`src/rtl/cam_pkg.sv`:
```
// Shared constants and state encoding for the OV7670 frame-buffer writer.
package cam_pkg;

    localparam int H_PIX_QQVGA   = 160;
    localparam int V_LINES_QQVGA = 120;

    typedef enum logic [1:0] {
        IDLE   = 2'd0,
        ARMED  = 2'd1,
        ACTIVE = 2'd2,
        DONE   = 2'd3
    } cam_state_t;

endpackage

```
`src/rtl/cam_frame_writer_if.sv`:
```
// Pixel stream in from the RGB332 converter and write port out to the frame buffer.
interface cam_frame_writer_if #(
    parameter int AW = 15
);
    logic          px_valid;
    logic [7:0]    px_data;
    logic          mem_we;
    logic [AW-1:0] mem_addr;
    logic [7:0]    mem_data;

    // Environment side: produces pixels, observes buffer writes.
    modport master (
        output px_valid,
        output px_data,
        input  mem_we,
        input  mem_addr,
        input  mem_data
    );

    // Writer side: consumes pixels, drives the buffer write port.
    modport slave (
        input  px_valid,
        input  px_data,
        output mem_we,
        output mem_addr,
        output mem_data
    );
endinterface

```
`src/rtl/sync_edge.sv`:
```
// One-cycle delay of a camera framing signal with rise/fall detection.
// RESET_VAL chooses what the "previous" value looks like right after reset.
module sync_edge #(
    parameter logic RESET_VAL = 1'b0
) (
    input  logic pclk,
    input  logic rst,
    input  logic d,
    output logic rise,
    output logic fall
);

    logic q;

    // Remember last cycle's level of the input.
    always_ff @(posedge pclk or negedge rst) begin
        if (!rst) q <= RESET_VAL;
        else      q <= d;
    end

    assign rise = ~q & d;
    assign fall = q & ~d;

endmodule

```
`src/rtl/cam_frame_writer.sv`:
```
// Frames the converted pixel stream with VSYNC/HREF and writes it linearly
// into the frame buffer, with frame-done pulse and sticky framing errors.
module cam_frame_writer
    import cam_pkg::*;
#(
    parameter int H_PIX   = H_PIX_QQVGA,
    parameter int V_LINES = V_LINES_QQVGA,
    parameter int AW      = 15
) (
    input  logic                pclk,
    input  logic                rst,
    input  logic                cap_en,
    input  logic                vsync,
    input  logic                href,
    input  logic                err_clr,
    cam_frame_writer_if.slave   bus,
    output logic                busy,
    output logic                frame_done,
    output logic                err_long,
    output logic                err_short,
    output logic                err_frame
);

    localparam int XW = $clog2(H_PIX + 1);
    localparam int YW = $clog2(V_LINES + 1);
    localparam logic [XW-1:0] X_MAX     = XW'(H_PIX);
    localparam logic [YW-1:0] Y_MAX     = YW'(V_LINES);
    localparam logic [AW-1:0] LINE_STEP = AW'(H_PIX);

    cam_state_t    state, state_nxt;
    logic [XW-1:0] x;
    logic [YW-1:0] y;
    logic [YW-1:0] y_inc;
    logic [AW-1:0] addr;
    logic [AW-1:0] line_base;

    logic vs_rise, vs_fall, hr_fall, unused_hr_rise;
    logic start_frame, wr_ok, px_drop, line_end, set_short, set_frame;

    // VSYNC idles high so a capture never starts from a reset-time level.
    sync_edge #(.RESET_VAL(1'b1)) u_vs_edge (
        .pclk (pclk),
        .rst  (rst),
        .d    (vsync),
        .rise (vs_rise),
        .fall (vs_fall)
    );

    sync_edge #(.RESET_VAL(1'b0)) u_hr_edge (
        .pclk (pclk),
        .rst  (rst),
        .d    (href),
        .rise (unused_hr_rise),
        .fall (hr_fall)
    );

    assign y_inc = y + YW'(1);

    // State register.
    always_ff @(posedge pclk or negedge rst) begin
        if (!rst) state <= IDLE;
        else      state <= state_nxt;
    end

    // Next state plus per-cycle datapath strobes.
    always_comb begin
        state_nxt   = state;
        start_frame = 1'b0;
        wr_ok       = 1'b0;
        px_drop     = 1'b0;
        line_end    = 1'b0;
        set_short   = 1'b0;
        set_frame   = 1'b0;
        case (state)
            IDLE: begin
                if (cap_en) state_nxt = ARMED;
            end
            ARMED: begin
                if (vs_fall) begin
                    state_nxt   = ACTIVE;
                    start_frame = 1'b1;
                end else if (!cap_en) begin
                    state_nxt = IDLE;
                end
            end
            ACTIVE: begin
                if (bus.px_valid && href) begin
                    if (x < X_MAX && y < Y_MAX) wr_ok   = 1'b1;
                    else                        px_drop = 1'b1;
                end
                if (hr_fall && x != '0) begin
                    line_end  = 1'b1;
                    set_short = (x < X_MAX);
                end
                // A line end on the last line wins over a coincident VSYNC rise.
                if (line_end && y_inc == Y_MAX) begin
                    state_nxt = DONE;
                end else if (vs_rise) begin
                    set_frame = 1'b1;
                    state_nxt = DONE;
                end
            end
            DONE: begin
                state_nxt = cap_en ? ARMED : IDLE;
            end
            default: state_nxt = IDLE;
        endcase
    end

    // Position counters; addresses advance by adding a line stride, no multiply.
    always_ff @(posedge pclk or negedge rst) begin
        if (!rst) begin
            x         <= '0;
            y         <= '0;
            addr      <= '0;
            line_base <= '0;
        end else if (start_frame) begin
            x         <= '0;
            y         <= '0;
            addr      <= '0;
            line_base <= '0;
        end else begin
            if (wr_ok) begin
                x    <= x + XW'(1);
                addr <= addr + AW'(1);
            end
            if (line_end) begin
                x         <= '0;
                y         <= y_inc;
                line_base <= line_base + LINE_STEP;
                addr      <= line_base + LINE_STEP;
            end
        end
    end

    // Registered write port: one write cycle per accepted pixel.
    always_ff @(posedge pclk or negedge rst) begin
        if (!rst) begin
            bus.mem_we   <= 1'b0;
            bus.mem_addr <= '0;
            bus.mem_data <= '0;
        end else begin
            bus.mem_we <= wr_ok;
            if (wr_ok) begin
                bus.mem_addr <= addr;
                bus.mem_data <= bus.px_data;
            end
        end
    end

    // Sticky error flags; a new error in the clear cycle stays set.
    always_ff @(posedge pclk or negedge rst) begin
        if (!rst) begin
            err_long  <= 1'b0;
            err_short <= 1'b0;
            err_frame <= 1'b0;
        end else begin
            err_long  <= px_drop   | (err_long  & ~err_clr);
            err_short <= set_short | (err_short & ~err_clr);
            err_frame <= set_frame | (err_frame & ~err_clr);
        end
    end

    assign busy       = (state == ARMED) || (state == ACTIVE);
    assign frame_done = (state == DONE);

endmodule
```
`src/flat_wrapper.sv`:
```
// flat-port wrapper written by rule: the top's interface ports become plain ports
module cam_frame_writer_flat import cam_pkg::*;
#(
    parameter int H_PIX   = H_PIX_QQVGA,
    parameter int V_LINES = V_LINES_QQVGA,
    parameter int AW      = 15
)
  (pclk, rst, cap_en, vsync, href, err_clr, busy, frame_done, err_long, err_short, err_frame, bus_px_valid, bus_px_data, bus_mem_we, bus_mem_addr, bus_mem_data);
  cam_frame_writer_if #(.AW(AW)) bus_i ();
  input  logic pclk;
  input  logic rst;
  input  logic cap_en;
  input  logic vsync;
  input  logic href;
  input  logic err_clr;
  output logic busy;
  output logic frame_done;
  output logic err_long;
  output logic err_short;
  output logic err_frame;
  input wire logic [$bits(bus_i.px_valid)-1:0] bus_px_valid;
  input wire logic [$bits(bus_i.px_data)-1:0] bus_px_data;
  output wire logic [$bits(bus_i.mem_we)-1:0] bus_mem_we;
  output wire logic [$bits(bus_i.mem_addr)-1:0] bus_mem_addr;
  output wire logic [$bits(bus_i.mem_data)-1:0] bus_mem_data;
  assign bus_i.px_valid = bus_px_valid;
  assign bus_i.px_data = bus_px_data;
  assign bus_mem_we = bus_i.mem_we;
  assign bus_mem_addr = bus_i.mem_addr;
  assign bus_mem_data = bus_i.mem_data;
  cam_frame_writer #(.H_PIX(H_PIX), .V_LINES(V_LINES), .AW(AW)) u_core (.pclk(pclk), .rst(rst), .cap_en(cap_en), .vsync(vsync), .href(href), .err_clr(err_clr), .bus(bus_i), .busy(busy), .frame_done(frame_done), .err_long(err_long), .err_short(err_short), .err_frame(err_frame));
endmodule
```
`config.mk`:
```
export PLATFORM = sky130hd
export DESIGN_NAME = cam_frame_writer_flat
export DESIGN_NICKNAME = d
export VERILOG_FILES = /design/src/rtl/cam_pkg.sv /design/src/rtl/cam_frame_writer_if.sv /design/src/rtl/sync_edge.sv /design/src/rtl/cam_frame_writer.sv /design/src/flat_wrapper.sv
export SDC_FILE = /design/constraint.sdc
export NUM_CORES = 1
export LEC_CHECK = 0
export ABC_AREA = 1
export CAP_MARGIN = 20
export CORE_MARGIN = 1
export CORE_UTILIZATION = 55
export CTS_CLUSTER_SIZE = 8
export DETAILED_ROUTE_END_ITERATION = 10
export DONT_BUFFER_PORTS = 1
export HOLD_SLACK_MARGIN = 0.03
export PLACE_DENSITY = 0.7
export SKIP_LAST_GASP = 1
export SLEW_MARGIN = 20
export SYNTH_ARGS = -nofsm -noshare
export SYNTH_HDL_FRONTEND = slang
export SYNTH_SLANG_ARGS = --single-unit
```
`constraint.sdc`:
```
create_clock -name pclk -period 3.3 [get_ports pclk]
set_clock_uncertainty 0.05 [all_clocks]
set_input_delay 0.33 -clock pclk [delete_from_list [all_inputs] [get_ports pclk]]
set_output_delay 0.33 -clock pclk [all_outputs]
set_load 0.02 [all_outputs]
```
==> summary.md, run 1 <==
| Metric | Value |
|---|---|
| Vias in the first global route | `2,896` |
| Num rows | `29` |
| Avg Synthesized Cell Area | `8.10 um2` |
| Total wire length | `8170 um` |
| Final Hold Fails | `0` |
| Commonest non-fill, non-tap cell in the layout | `nand2_1` |
| WP data required | `3530 ps` |
| Critical path type | `flop to flop` |
| Core outline area | `6420 um2` |
| Static leakage | `1.96 nW` |
| Sw frac | `36.3%` |
| 1st-iter DRT viols | `290` |
| Post-synth top area cell | `dfrtp_1` |
| Synth top area cells | `dfrtp_1, nand2_1, o21ai_0` |
| Sequential share of the synthesized area | `48.2%` |
| Port bufs | `0` |
| Worst-skew pair later-pin latency | `350 ps` |
| Sequential Power Share | `47.3%` |
| Crit start category | `flop` |
| Post-cts sizing count | `0` |
| Worst VDD drop | `409 uV` |
| IO Pins | `44` |
| Max-Cap Viols | `0` |
| Die H | `83.9 um` |
| Grt total ovfl | `0` |
| Post-Syn Instances | `455` |
| First-pass GRT wire length | `13,800 um` |
| Synth Cell Area | `3690 um2` |
| Most frequent cells in the layout | `nand2_1, dfrtp_1, inv_1` |
| Clock sink count | `71` |
| Period minus WS final | `2560 ps` |
| Via density per instance | `5.46` |
| First-pass detailed-route iteration total | `8` |
| Hold crit path type | `input port to flop` |
| CP Capture Type | `flop` |
| Die X | `83.9 um` |
| Yosys top cell area share | `47.5%` |
| Die area | `7040 um2` |
| Syn nets | `481` |
| CTS tree | `built` |
| Yosys reg bits | `71` |
| Comb pwr share | `23.3%` |
| Post-route DRC | `10` |
| Area post-placement | `3720 um2` |
| Via Count | `2,980` |
| Slew HR | `69.7%` |
| Initial antenna violation count | `0` |
| Final instance area | `4070 um2` |
| ANT nets after route | `0` |
| Critical-path top delay cell | `dfrtp_1` |
| WP buf/inv | `4` |
| Area growth, synth to finish | `10.3%` |
| Final nets | `490` |
| Pins Over Slew Limit | `0` |
| Wire per inst | `15.0 um` |
| Tot GR Track Use | `25.3%` |
| Worst Tran Pin Value | `454 ps` |
| Worst stage delay on the critical path | `460 ps` |
| Detailed placer's ending HPWL | `5430 um` |
| Synth unique cells | `37` |
| GPL Wtd Cong | `0.862` |
| Clock Power Share | `29.5%` |
| Share of cells above drive strength 1 | `9.59%` |
| CP arrival | `2780 ps` |
| YS warnings | `0` |
| Failing checks | `design-rule violations` |
| CP top delay family | `buffers and inverters` |
| Largest net degree at the start of global routing | `72` |
| Final setup fails | `0` |
| RSZ-0062 raised after global routing | `false` |
| Clk root buf | `clkbuf_8` |
| Worst-path clk slew | `80 ps` |
| Fin crit share | `77.5%` |
| Max clock buf depth | `2` |
| CTS HTree Levels | `3` |
| Cell Int Power | `1.84 mW` |
| NetSw | `1.05 mW` |
| Max Clk Rate | `391 MHz` |
| PD cells | `711 nW/um2` |
| Antenna cells | `0` |
| Final core utilization | `63.3%` |
| Outcome | `complete, but fails checks` |
| Post-route setup TNS | `0 ps` |
| CP cell instances | `inv_1 -> ha_1 -> nand3_1 -> clkinv_1 -> nand3_4 -> inv_4 -> nor2_8 -> inv_2 -> o21ai_0 -> a21oi_1` |
| Critical-path maximum fanout | `43` |
| CTS Buf Count | `9` |
| Effective utilization at floorplan | `57.4%` |
[cell families (layout without fill, tap and decap cells)]
family / count (synthesis) / in the layout / share of synthesized area [%]
AND/OR/NAND/NOR: 221 / 221 / 26.3
buffers and inverters: 68 / 82 / 7.57
flip-flops: 71 / 71 / 48.2
XOR/XNOR: 9 / 9 / 2.14
adder cells (fa/ha/maj): 11 / 11 / 3.73
AO/OA/AOI/OAI: 75 / 75 / 12.0
[per-stage QoR]
stage | setup WS, ps | cells | hold WS, ps | power (mW)
2_1_floorplan | 1560 | 455 | -15.6 | 1.87
3_3_place_gp | 829 | 522 | -14.0 | 1.99
3_5_place_dp | 731 | 522 | -13.6 | 2.02
4_1_cts | 721 | 546 | 30.1 | 2.90
5_1_grt | 476 | 546 | 36.5 | 3.06
6_report | 744 | 546 | 44.8 | 2.89
[registers in the layout (all words and copies together) (netlist names)]
register / flops
u_core.err_frame: 1
u_core.err_short: 1
u_core.u_vs_edge.q: 1
u_core.u_hr_edge.q: 1
u_core.state: 2
u_core.bus.mem_we: 1
u_core.bus.mem_addr: 15
u_core.bus.mem_data: 8
u_core.addr: 15
u_core.x: 8
u_core.y: 7
u_core.err_long: 1
u_core.line_base: 10
[worst paths after layout]
kind,from,endpoint,slack (ps),cells past startpoint
max,u_core.state[0],u_core.addr[6],740,10
min,bus_px_data[2],u_core.bus.mem_data[2],40,2
max reg2reg,u_core.state[0],u_core.addr[6],740,10
min reg2reg,u_core.line_base[6],u_core.line_base[6],480,1
max in group asynchronous,rst,u_core.u_vs_edge.q,2400,2
min in group asynchronous,rst,u_core.bus.mem_we,500,2
[layout make-up]
cell class / count / area [um2]
Fill cell: 523 / 2350
Inverter: 58 / 220
Clock buffer: 10 / 138
Timing Repair Buffer: 8 / 97.6
Tap cell: 77 / 96.3
Clock inverter: 6 / 108
Multi-Input combinational cell: 316 / 1630
Sequential cell: 71 / 1780
[routing by layer]
metal | part of all wire, % | up-vias | track usage, %
li1 | - | 1481 | -
met1 | 47 | 1368 | 36.2
met2 | 44 | 111 | 37.0
met3 | 6.0 | 20 | 4.06
met4 | 2.7 | 0 | 13.0
met5 | 0 | - | 0
[Yosys cell counts (all sizes together)]
| master | count |
|---|---|
| dfstp | 1 |
| o22ai | 5 |
| ha | 11 |
| o21a | 3 |
| nor3 | 14 |
| a22oi | 1 |
| clkinv | 1 |
| a21boi | 1 |
| clkbuf | 2 |
| buf | 8 |
| a22o | 1 |
| dfrtp | 70 |
| or2 | 1 |
| inv | 57 |
| xor2 | 9 |
| nor2 | 39 |
| a21oi | 12 |
| nand3b | 1 |
| nand2 | 130 |
| nand4 | 2 |
| nand3 | 34 |
| o21ai | 50 |
| a311oi | 1 |
| o211a | 1 |
[power by group through the flow]
| stage | logic [mW] | registers (mW) | clock network, mW |
|---|---|---|---|
| finish | 0.673 | 1.37 | 0.852 |
| global route | 0.768 | 1.39 | 0.901 |
| CTS | 0.674 | 1.37 | 0.864 |
| detailed placement | 0.634 | 1.38 | 0 |
| global placement | 0.616 | 1.38 | 0 |
| floorplan | 0.534 | 1.33 | 0 |
[worst reg2reg max path: cells and delay by family, from the launching register on]
family | cells | cell delay [ps]
buffers and inverters | 4 | 890
AND/OR/NAND/NOR | 3 | 530
flip-flops | 1 | 460
AO/OA/AOI/OAI | 2 | 300
adder cells (fa/ha/maj) | 1 | 260
[repair_timing]
item,in CTS,in global routing
setup buffers,0,0
setup endpoints to repair,0,0
hold buffers,8,0
hold endpoints to repair,79,0
(Power assumes the default switching activity.)
==> run 2, diff against run 1 <==
- clock period: 3.3 -> 2.55 ns (I/O delays scaled with it)
==> run 2 against run 1 <==
Net effect: the run still ends with design-rule violations left; clock power down 2.9%; utilization decreased by 0.078 points; critical path depth grew 1; sequential cell count unchanged; global-route usage decreased by 0.93 points; routed wire length shrank 4.6%; highest routed layer unchanged.
==> summary.md, run 2 (synthesis gave the netlist of run 1 again) <==
| Metric | Value |
|---|---|
| Wire per inst | `14.2 um` |
| CP Capture Type | `flop` |
| Most frequent cells in the layout | `nand2_1, dfrtp_1, inv_1` |
| WP data required | `2720 ps` |
| Worst stage delay on the critical path | `470 ps` |
| Reg area | `1780 um2` |
| Area occupied by multi-input gates | `1630 um2` |
| Max clock buf depth | `2` |
| CP cell instances | `inv_1 -> ha_1 -> nand3_1 -> clkinv_1 -> nand3_4 -> buf_4 -> nor2_1 -> nand2_1 -> inv_1 -> a21oi_1 -> nor3_1` |
| 1st-iter DRT viols | `221` |
| GPL Wtd Cong | `0.869` |
| Post-route DRC | `10` |
| Final nets | `496` |
| Largest registers | `u_core.addr: 15 flops, u_core.bus.mem_addr: 15 flops, u_core.line_base: 10 flops` |
| Share of cells above drive strength 1 | `9.09%` |
| Grt total ovfl | `0` |
| FILL cells | `566` |
| ANT nets after route | `0` |
| Tot GR Track Use | `24.3%` |
| PD cells | `851 nW/um2` |
| Worst-path clk slew | `70 ps` |
| Min-delay src | `vsync` |
| Area post-placement | `3730 um2` |
| Final setup fails | `0` |
| CTS HTree Levels | `3` |
| Final instance area | `4060 um2` |
| Die area | `7040 um2` |
| Outcome | `complete, but fails checks` |
| Die X | `83.9 um` |
| Hold path endpoint | `u_core.err_frame` |
| Effective utilization at floorplan | `57.4%` |
| IO Pins | `44` |
| Worst Tran Pin Value | `454 ps` |
| Failing checks | `design-rule violations` |
| CP arrival | `2370 ps` |
| Die H | `83.9 um` |
| Num rows | `29` |
| Fin cells | `550` |
| Via density per instance | `5.44` |
| Total wire length | `7790 um` |
| Area growth, synth to finish | `10.2%` |
| First-pass GRT wire length | `13,500 um` |
| Largest net degree at the start of global routing | `72` |
| First-pass detailed-route iteration total | `8` |
| Critical-path top delay cell | `dfrtp_1` |
| Vias in the first global route | `2,902` |
| Detailed placer's ending HPWL | `5470 um` |
| Max Clk Rate | `455 MHz` |
| R2r endpoint | `u_core.x[5]` |
| Core outline area | `6420 um2` |
| Antenna cells | `0` |
| Worst VDD drop | `415 uV` |
| Max-Cap Viols | `0` |
| Clk root buf | `clkbuf_8` |
| R2R cell count | `11` |
| Final core utilization | `63.3%` |
| Clock sink count | `71` |
| Commonest non-fill, non-tap cell in the layout | `nand2_1` |
| CTS tree | `built` |
| Cell mode on critical path | `inv_1` |
| Via Count | `2,992` |
| CTS Buf Count | `9` |
| Fin crit share | `86.2%` |
| Critical path type | `flop to flop` |
| Pins Over Slew Limit | `0` |
| FF-to-FF Start | `u_core.state[0]` |
| Power Total | `3.46 mW` |
| Slew HR | `69.4%` |
| RSZ-0062 raised after global routing | `false` |
| Hold crit path type | `input port to flop` |
| Worst R2R Setup Slack | `350 ps` |
| Port bufs | `0` |
| Initial antenna violation count | `0` |
| Worst-skew pair later-pin latency | `340 ps` |
| # Post-CTS Setup Buffers | `0` |
| Final Hold Fails | `0` |
| Hold Path Cell Cnt | `2` |
| DP Cell Count | `523` |
| Crit start category | `flop` |
| Static leakage | `1.96 nW` |
| Post-route setup TNS | `0 ps` |
| Critical-path maximum fanout | `42` |
| Period minus WS final | `2200 ps` |
## run 2: final cells by class
cell class | count | area share (%)
flip-flops and latches | 71 | 43.8
multi-input cells | 316 | 40.1
inverters | 58 | 5.42
clock buffers | 14 | 4.50
repair buffers | 14 | 3.82
well taps | 77 | 2.37
## run 2: worst max-delay path by stage
stage               slack, ps               to       startpoint  cells past startpoint
global placement          460      u_core.x[5]  u_core.state[0]                     11
floorplan                 810   u_core.addr[8]  u_core.state[0]                     10
finish                    350      u_core.x[5]  u_core.state[0]                     11
global route               90  u_core.addr[10]      u_core.x[0]                     11
detailed placement        350      u_core.x[5]  u_core.state[0]                     11
CTS                       350      u_core.x[5]  u_core.state[0]                     11
## run 2: worst max-delay path, delay by kind of cell (launching register included)
family	cells	cell delay (ps)
simple gates	5	490
flops	1	470
buf+inv	4	650
fa+ha+maj	1	280
compound gates	1	120
## run 2: routing by layer
layer	part of all wire (%)	track usage, %	wire (um)	up-vias
met5	0	0	0	-
met4	1.7	10.2	129	0
met3	4.5	3.26	351	13
met2	45	37.6	3540	85
met1	48	34.5	3760	1402
li1	-	-	-	1492
## run 2: stage by stage
step	hold WS, ps	worst slack, ps
detailed placement	-88.8	352
finish	59.2	352
global placement	-88.9	462
CTS	60.0	347
global route	106	89.5
floorplan	-90.6	806
## run 2: where the power goes
group / switching, mW / internal (mW) / leakage, nW
logic: 0.538 / 0.328 / 0.902
clock network: 0.377 / 0.450 / 0.0946
registers: 0.373 / 1.39 / 0.964
## run 2: repair_timing
action / in CTS / in global routing
hold buffers: 13 / 0
endpoints found under the hold margin: 84 / 0
resized for setup: 0 / 0
